--- config.mk ---
export PLATFORM = sky130hd
export DESIGN_NAME = updown_pulse_gen
export DESIGN_NICKNAME = d
export VERILOG_FILES = /design/src/rtl/updown_pulse_pkg.sv /design/src/rtl/updown_pulse_gen_btn_debounce.sv /design/src/rtl/updown_pulse_gen.sv
export SDC_FILE = /design/constraint.sdc
export NUM_CORES = 1
export LEC_CHECK = 0
export CAP_MARGIN = 10
export CORE_MARGIN = 4
export CORE_UTILIZATION = 50
export DETAILED_ROUTE_END_ITERATION = 10
export PLACE_DENSITY = 0.67
export SYNTH_ARGS = -nofsm -noshare
export SYNTH_HDL_FRONTEND = slang
export SYNTH_SLANG_ARGS = --single-unit
--- constraint.sdc ---
create_clock -name clk -period 4.9 [get_ports clk]
set_input_delay 0.98 -clock clk [delete_from_list [all_inputs] [get_ports clk]]
set_output_delay 0.98 -clock clk [all_outputs]
set_load 0.005 [all_outputs]
--- src/rtl/updown_pulse_pkg.sv ---
// Shared types for the up/down pushbutton front end: the command FSM state
// encoding and the record of which button owns the current press.
package updown_pulse_pkg;

  typedef enum logic [1:0] {
    IDLE     = 2'd0,
    HOLD_DLY = 2'd1,
    HOLD_RPT = 2'd2,
    LOCK     = 2'd3
  } state_t;

  typedef enum logic {
    DIR_UP   = 1'b0,
    DIR_DOWN = 1'b1
  } dir_t;

endpackage

--- src/rtl/updown_pulse_gen_btn_debounce.sv ---
// One pushbutton channel: two-flop synchroniser followed by a debouncer that
// only accepts a new level after it has been seen DB_CYCLES cycles in a row.
module btn_debounce #(
  parameter int DB_CYCLES = 16
) (
  input  logic clk,
  input  logic reset,
  input  logic i_raw,
  output logic o_stable
);

  localparam int CNT_W = (DB_CYCLES > 1) ? $clog2(DB_CYCLES) : 1;
  localparam logic [CNT_W-1:0] CNT_LAST = CNT_W'(DB_CYCLES - 1);

  logic [1:0]       r_sync;
  logic             r_stable;
  logic [CNT_W-1:0] r_cnt;

  // Synchronise the raw pin, then count consecutive disagreeing cycles and
  // adopt the synchronised level once the count completes.
  always_ff @(posedge clk or posedge reset) begin
    if (reset) begin
      r_sync   <= 2'b00;
      r_stable <= 1'b0;
      r_cnt    <= '0;
    end else begin
      r_sync <= {r_sync[0], i_raw};
      if (r_sync[1] == r_stable) begin
        r_cnt <= '0;
      end else if (r_cnt == CNT_LAST) begin
        r_stable <= r_sync[1];
        r_cnt    <= '0;
      end else begin
        r_cnt <= r_cnt + CNT_W'(1);
      end
    end
  end

  assign o_stable = r_stable;

endmodule

--- src/rtl/updown_pulse_gen.sv ---
// Turns two bouncing pushbuttons into clean, single-cycle, mutually exclusive
// up/down command pulses with optional auto-repeat while a button is held.
// Pressing both buttons locks the generator out until both are released.
module updown_pulse_gen
  import updown_pulse_pkg::*;
#(
  parameter int DB_CYCLES    = 16,
  parameter int REPEAT_DELAY = 64,
  parameter int REPEAT_RATE  = 16,
  parameter int TMR_W        = 8
) (
  input  logic clk,
  input  logic reset,
  input  logic btn_up,
  input  logic btn_down,
  input  logic rpt_en,
  output logic up,
  output logic down,
  output logic held
);

  localparam logic [TMR_W-1:0] DLY_LAST  = TMR_W'(REPEAT_DELAY - 1);
  localparam logic [TMR_W-1:0] RATE_LAST = TMR_W'(REPEAT_RATE - 1);

  logic             w_stableUp;
  logic             w_stableDown;
  logic             w_activeLvl;
  logic             w_otherLvl;
  logic             w_pulse;
  state_t           w_nextState;
  dir_t             w_nextDir;
  logic [TMR_W-1:0] w_nextTmr;

  state_t           r_state;
  dir_t             r_dir;
  logic [TMR_W-1:0] r_tmr;
  logic             r_up;
  logic             r_down;
  logic             r_held;

  btn_debounce #(.DB_CYCLES(DB_CYCLES)) u_dbUp (
    .clk      (clk),
    .reset    (reset),
    .i_raw    (btn_up),
    .o_stable (w_stableUp)
  );

  btn_debounce #(.DB_CYCLES(DB_CYCLES)) u_dbDown (
    .clk      (clk),
    .reset    (reset),
    .i_raw    (btn_down),
    .o_stable (w_stableDown)
  );

  // Decide the next state, timer value and whether a command pulse is due;
  // a competing press beats a release, and a release beats a due repeat.
  always_comb begin
    w_nextState = r_state;
    w_nextDir   = r_dir;
    w_nextTmr   = r_tmr;
    w_pulse     = 1'b0;
    w_activeLvl = (r_dir == DIR_UP) ? w_stableUp : w_stableDown;
    w_otherLvl  = (r_dir == DIR_UP) ? w_stableDown : w_stableUp;

    case (r_state)
      IDLE: begin
        w_nextTmr = '0;
        if (w_stableUp && w_stableDown) begin
          w_nextState = LOCK;
        end else if (w_stableUp) begin
          w_pulse     = 1'b1;
          w_nextDir   = DIR_UP;
          w_nextState = HOLD_DLY;
        end else if (w_stableDown) begin
          w_pulse     = 1'b1;
          w_nextDir   = DIR_DOWN;
          w_nextState = HOLD_DLY;
        end
      end

      HOLD_DLY: begin
        if (w_otherLvl) begin
          w_nextState = LOCK;
        end else if (!w_activeLvl) begin
          w_nextState = IDLE;
        end else if (r_tmr == DLY_LAST) begin
          // With repeat disabled the timer parks here until release.
          if (rpt_en) begin
            w_pulse     = 1'b1;
            w_nextTmr   = '0;
            w_nextState = HOLD_RPT;
          end
        end else begin
          w_nextTmr = r_tmr + TMR_W'(1);
        end
      end

      HOLD_RPT: begin
        if (w_otherLvl) begin
          w_nextState = LOCK;
        end else if (!w_activeLvl) begin
          w_nextState = IDLE;
        end else if (r_tmr == RATE_LAST) begin
          if (rpt_en) begin
            w_pulse   = 1'b1;
            w_nextTmr = '0;
          end
        end else begin
          w_nextTmr = r_tmr + TMR_W'(1);
        end
      end

      LOCK: begin
        w_nextTmr = '0;
        if (!w_stableUp && !w_stableDown) begin
          w_nextState = IDLE;
        end
      end

      default: begin
        w_nextState = IDLE;
        w_nextTmr   = '0;
      end
    endcase
  end

  // Register FSM state and the command outputs so they leave glitch-free.
  always_ff @(posedge clk or posedge reset) begin
    if (reset) begin
      r_state <= IDLE;
      r_dir   <= DIR_UP;
      r_tmr   <= '0;
      r_up    <= 1'b0;
      r_down  <= 1'b0;
      r_held  <= 1'b0;
    end else begin
      r_state <= w_nextState;
      r_dir   <= w_nextDir;
      r_tmr   <= w_nextTmr;
      r_up    <= w_pulse && (w_nextDir == DIR_UP);
      r_down  <= w_pulse && (w_nextDir == DIR_DOWN);
      r_held  <= (r_state == HOLD_DLY) || (r_state == HOLD_RPT);
    end
  end

  assign up   = r_up;
  assign down = r_down;
  assign held = r_held;

endmodule

* Word level (Yosys, flattened, before mapping)
Cells that the tools add are included.
** Storage, ports and cells
- Register bits :: 28
- Output and inout bits :: 3
** Operators by class
- Mux-type cells :: 40
- Bitwise logic cells :: 3
- Eq/ne operators :: 18
- Add/subtract/negate cells :: 3
- Reductions and logical operators :: 13
** Operators with widths (number)
- two-way mux 8 bit :: 7
- case mux 8 bit (3 select lines) :: 1
- two-way mux 2 bit :: 10
- two-way mux 1 bit :: 16
- two-way mux 4 bit :: 4
- != test 2 bit, second input constant :: 5
- adder 4 x 1 -> 4 bit, second input constant :: 2
- adder 8 x 1 -> 8 bit, second input constant :: 1
- == test 4 bit, second input constant :: 2
- == test 8 x 4 -> 1 bit, second input constant :: 1
- == test 8 x 6 -> 1 bit, second input constant :: 1
- != test 4 bit, second input constant :: 2
- case mux 2 bit (4 select lines) :: 1
- AND reduction 5 bit :: 1
- == test 2 bit, second input constant :: 2
- logical AND 1 bit :: 4
- != test 4 x 2 -> 1 bit, second input constant :: 1
- AND reduction 2 bit :: 2
- AND reduction 4 bit :: 1
- != test 3 bit, second input constant :: 1
- inverter 1 bit :: 3
- case mux 1 bit (3 select lines) :: 1
- == test 1 bit :: 2
- == test 2 x 1 -> 1 bit, second input constant :: 1
- other kinds (4) :: 5

* Longest topological paths before layout
- Word-level depth :: 6
- Depth in mapped cells :: 7

* By module
From an unflattened synthesis, not the netlist that was laid out.
** Second synthesis, totals
- Cell total of the unflattened synthesis :: 145
- Area total of the unflattened synthesis :: 1592.8 µm²
** Modules (own cells, without submodules)
- updown_pulse_gen :: area an instance 1042.2 µm², times used 1, cells each 107
- btn_debounce :: area an instance 275.3 µm², times used 2, cells each 19

* Worst setup path before layout
OpenSTA, ideal clock, no wires.
- Kind :: input to register
- Start point :: in rpt_en
- End point :: reg r_state[1]
- Setup slack :: 2.749 ns
- Stages on the path :: 4
- Setup time :: 0.121 ns
- Path buffers :: 0
- Arrival time :: 2.030 ns
- Path through :: nand4_1 -> or4_1 -> a221o_1 -> a22o_1
** On the way
- Longest elaborated chain between the ends :: 2
** RTL lines
- from (decl) :: line updown_pulse_gen.sv:16 : input logic rpt_en,
- != test 4 bit (no source line)
- AND reduction 5 bit (no source line)
- to (signal assigned) :: line updown_pulse_gen.sv:137 : r_state <= w_nextState;
- to (decl) :: line updown_pulse_gen.sv:34 : state_t r_state;
No other way between the ends.
A chain may end at the register's enable or synchronous reset.

* Worst setup path after layout
Same ends and word-level chain as after synthesis.

==> results.toml <==
[status]
status = "finished, final reports clean"

[place]
dp_hpwl_mm = 1.96
place.gp.congestion = 0.933
place_area_um2 = 1580
numPortBuffers = 7

[floorplan]
initial_core_util_pct = 53.0
die-area_um2 = 3910
num_rows = 19
fp.dieH_um = 62.5
fp.dieW_um = 62.5
core-area_um2 = 2810
ios = 8

[clocking]
cts_buffers = 3
cts_resized = 0
post_cts_buffers = 0
cts.path.max_buffers = 2
hold_buffers = 0
clk_pin_slew_worst_paths_ps = 140
clockRootBuffer = "clkbuf_4"
worstSkewPairLatency_ps = 330
cts_num_sinks = 28
htreeDepth = 1
cts_tree = "done"

[sta]
min_period_ps = 2350
rsz0062_at_grt = "no"
tns_ps = 0
slew_headroom_pct = 31.5
finalHoldViolCount = 0
tightest_slew_ps = 1030
hold_ws_ps = 370
period_share_pct = 48.0
fmax_mhz = 426
final.setup_skew_ps = 3.88
drv_slew = 0
setup_violations = 0

[cells_and_area]
num-fill-cells = 259
drive_above_1_share_pct = 7.84
final-seq-area_um2 = 701
nets = 170
antennaDiodeCount = 0
multi_input_area_um2 = 739
area_growth_pct = 8.58
design_area_um2 = 1620

[critical_path]
cp.arrival_ps = 2590
critPathLaunchType = "input pin"
critical-path-slowest-cell = "or4_1"
end_kind = "register"
crit_type = "in2reg"
slowest_delay_ps = 510
crit_chain = "clkdlybuf4s50_1, nand4_1, or4_1, a221o_1, a22o_1"
critical_path_required_ps = 5140
crit_path_max_fanout = 2

[yosys]
ys_seq_area_share_pct = 47.1
syn_area_um2 = 1490
yosys-top-cells-count = "dfrtp_1 (28), ha_1 (11), nor2_1 (9)"
yosys-top-cells-area = "dfrtp_1 (47%), ha_1 (9.3%), nand3_1 (2.7%)"
syn_area_per_cell_um2 = 10.2
synth_seq_cells = 28
yosysMostFrequentCell = "dfrtp_1"
postSynthCellCount = 146
ys_types = 38
ys.flop_type = "dfrtp_1"
synth_edf_count = 0
synthesis.nets = 162
async_reset_ff_share_pct = 100
synthDominantCellAreaShare_pct = 47.1
yosysWarnings = 0
synth_largest_area_cell = "dfrtp_1"

[power_and_ir_drop]
p_switching_uw = 177
combPwrFrac_pct = 30.5
total_leakage_power_uw = 0.000736
vdd_drop_max_uv = 141
clockPowerShare_pct = 20.5
p_sw_share_pct = 32.6
power_density_nw_per_um2 = 336
internal-power_uw = 366
seqPwrFrac_pct = 49.0

[drt]
drt-vias-per-instance = 6.22
routedWlPerCell_um = 14.5
first_pass_iters = 4
drt_iter0_drc = 103
wirelength_mm = 2.66
vias = 1145
drtAntennaViolNets = 0
drc_errors = 0

[hold_path]
hp-class = "reg2reg"

[global_route]
grt_pass1_vias = 1093
grt_pass1_wl_mm = 4.86
grt_overflow_total = 0
grt_start_max_net_pins = 29
grt_util_all_layers_pct = 15.1
antenna_found_initial = 0

[flow_run]
drv_cap = 0
state kept, by name, summed over array words and instances, names as in the netlist, 2 cells and up:
| name | cells |
|---|---|
| r_state | 2 |
| u_dbDown.r_cnt | 4 |
| r_tmr | 8 |
| u_dbUp.r_sync | 2 |
| u_dbDown.r_sync | 2 |
| u_dbUp.r_cnt | 4 |
cells by family (layout without fill, tap and decap cells):
group	after synthesis	after routing	synth area share [%]
and+or+nand+nor	54	54	19.9
xor gates and xnor gates	4	4	2.35
adders and majority gates	11	11	9.25
buffers and inverters	12	19	3.20
DFF	28	28	47.1
AOI/OAI and AO/OA	34	34	15.9
muxes	3	3	2.27
final timing paths:
kind | slack (ps) | to | cells past startpoint | from
worst min register to register | 370 | u_dbDown.r_sync[1] | 0 | u_dbDown.r_sync[0]
worst max-delay path | 2550 | r_state[1] | 5 | rpt_en
worst min-delay path | 370 | u_dbDown.r_sync[1] | 0 | u_dbDown.r_sync[0]
max in group asynchronous | 3110 | r_tmr[0] | 2 | reset
min in group asynchronous | 1180 | u_dbUp.r_cnt[1] | 2 | reset
worst max register to register | 2790 | r_state[1] | 6 | r_state[0]
layout by cell type (no fill, tap or decap), drive strengths merged:
cell / synthesis / layout
nand2b: 1 / 1
and3b: 1 / 1
or2: 3 / 3
nor2: 9 / 9
mux2: 3 / 3
inv: 8 / 8
o21a: 1 / 1
xnor2: 4 / 4
dfrtp: 28 / 28
nor3: 8 / 8
nor3b: 3 / 3
o21ai: 7 / 7
ha: 11 / 11
or4: 1 / 1
nand2: 6 / 6
clkdlybuf4s50: 0 / 7
o31ai: 3 / 3
a32oi: 2 / 2
nand4b: 1 / 1
a311oi: 2 / 2
o211ai: 3 / 3
nand4: 4 / 4
a221oi: 1 / 1
a21oi: 5 / 5
nor2b: 4 / 4
a31oi: 5 / 5
nor4b: 1 / 1
a221o: 1 / 1
and3: 3 / 3
a22o: 1 / 1
o211a: 1 / 1
nand3b: 1 / 1
a21o: 2 / 2
clkbuf: 2 / 4
nand3: 8 / 8
power groups by stage:
stage          logic, uW  clock network [uW]  registers (uW)
6_report             166                 111             266
5_1_grt              189                 129             270
4_1_cts              166                 119             266
3_5_place_dp         164                   0             271
3_3_place_gp         163                   0             268
2_1_floorplan        125                   0             267
per-stage QoR:
stage / worst slack [ps] / utilization [%] / power (uW) / std cells
floorplan: 2750 / - / 392 / 146
global placement: 2210 / 56.3 / 431 / 180
detailed placement: 2200 / 56.3 / 435 / 180
CTS: 2570 / 57.6 / 551 / 184
global route: 2500 / 57.6 / 588 / 184
finish: 2550 / 57.6 / 543 / 184
critical path: cells and delay by family:
| kind | cells | cell delay, ps |
|---|---|---|
| compound gates | 2 | 510 |
| buf+inv | 1 | 480 |
| simple gates | 2 | 620 |
layout make-up:
cell class | count | area share [%]
inverters | 8 | 1.86
repair buffers | 7 | 4.34
flip-flops and latches | 28 | 43.4
clock buffers | 4 | 2.25
well taps | 31 | 2.40
multi-input cells | 106 | 45.8
metal layers:
metal,wire length [um],share of wire (%),vias up,global-route usage [%]
li1,-,-,552,-
met1,1240,47,553,20.2
met2,1260,47,35,24.9
met3,116,4.4,5,1.80
met4,48,1.8,0,5.79
met5,0,0,-,0
No activity file was read; power rests on OpenSTA's default activity.
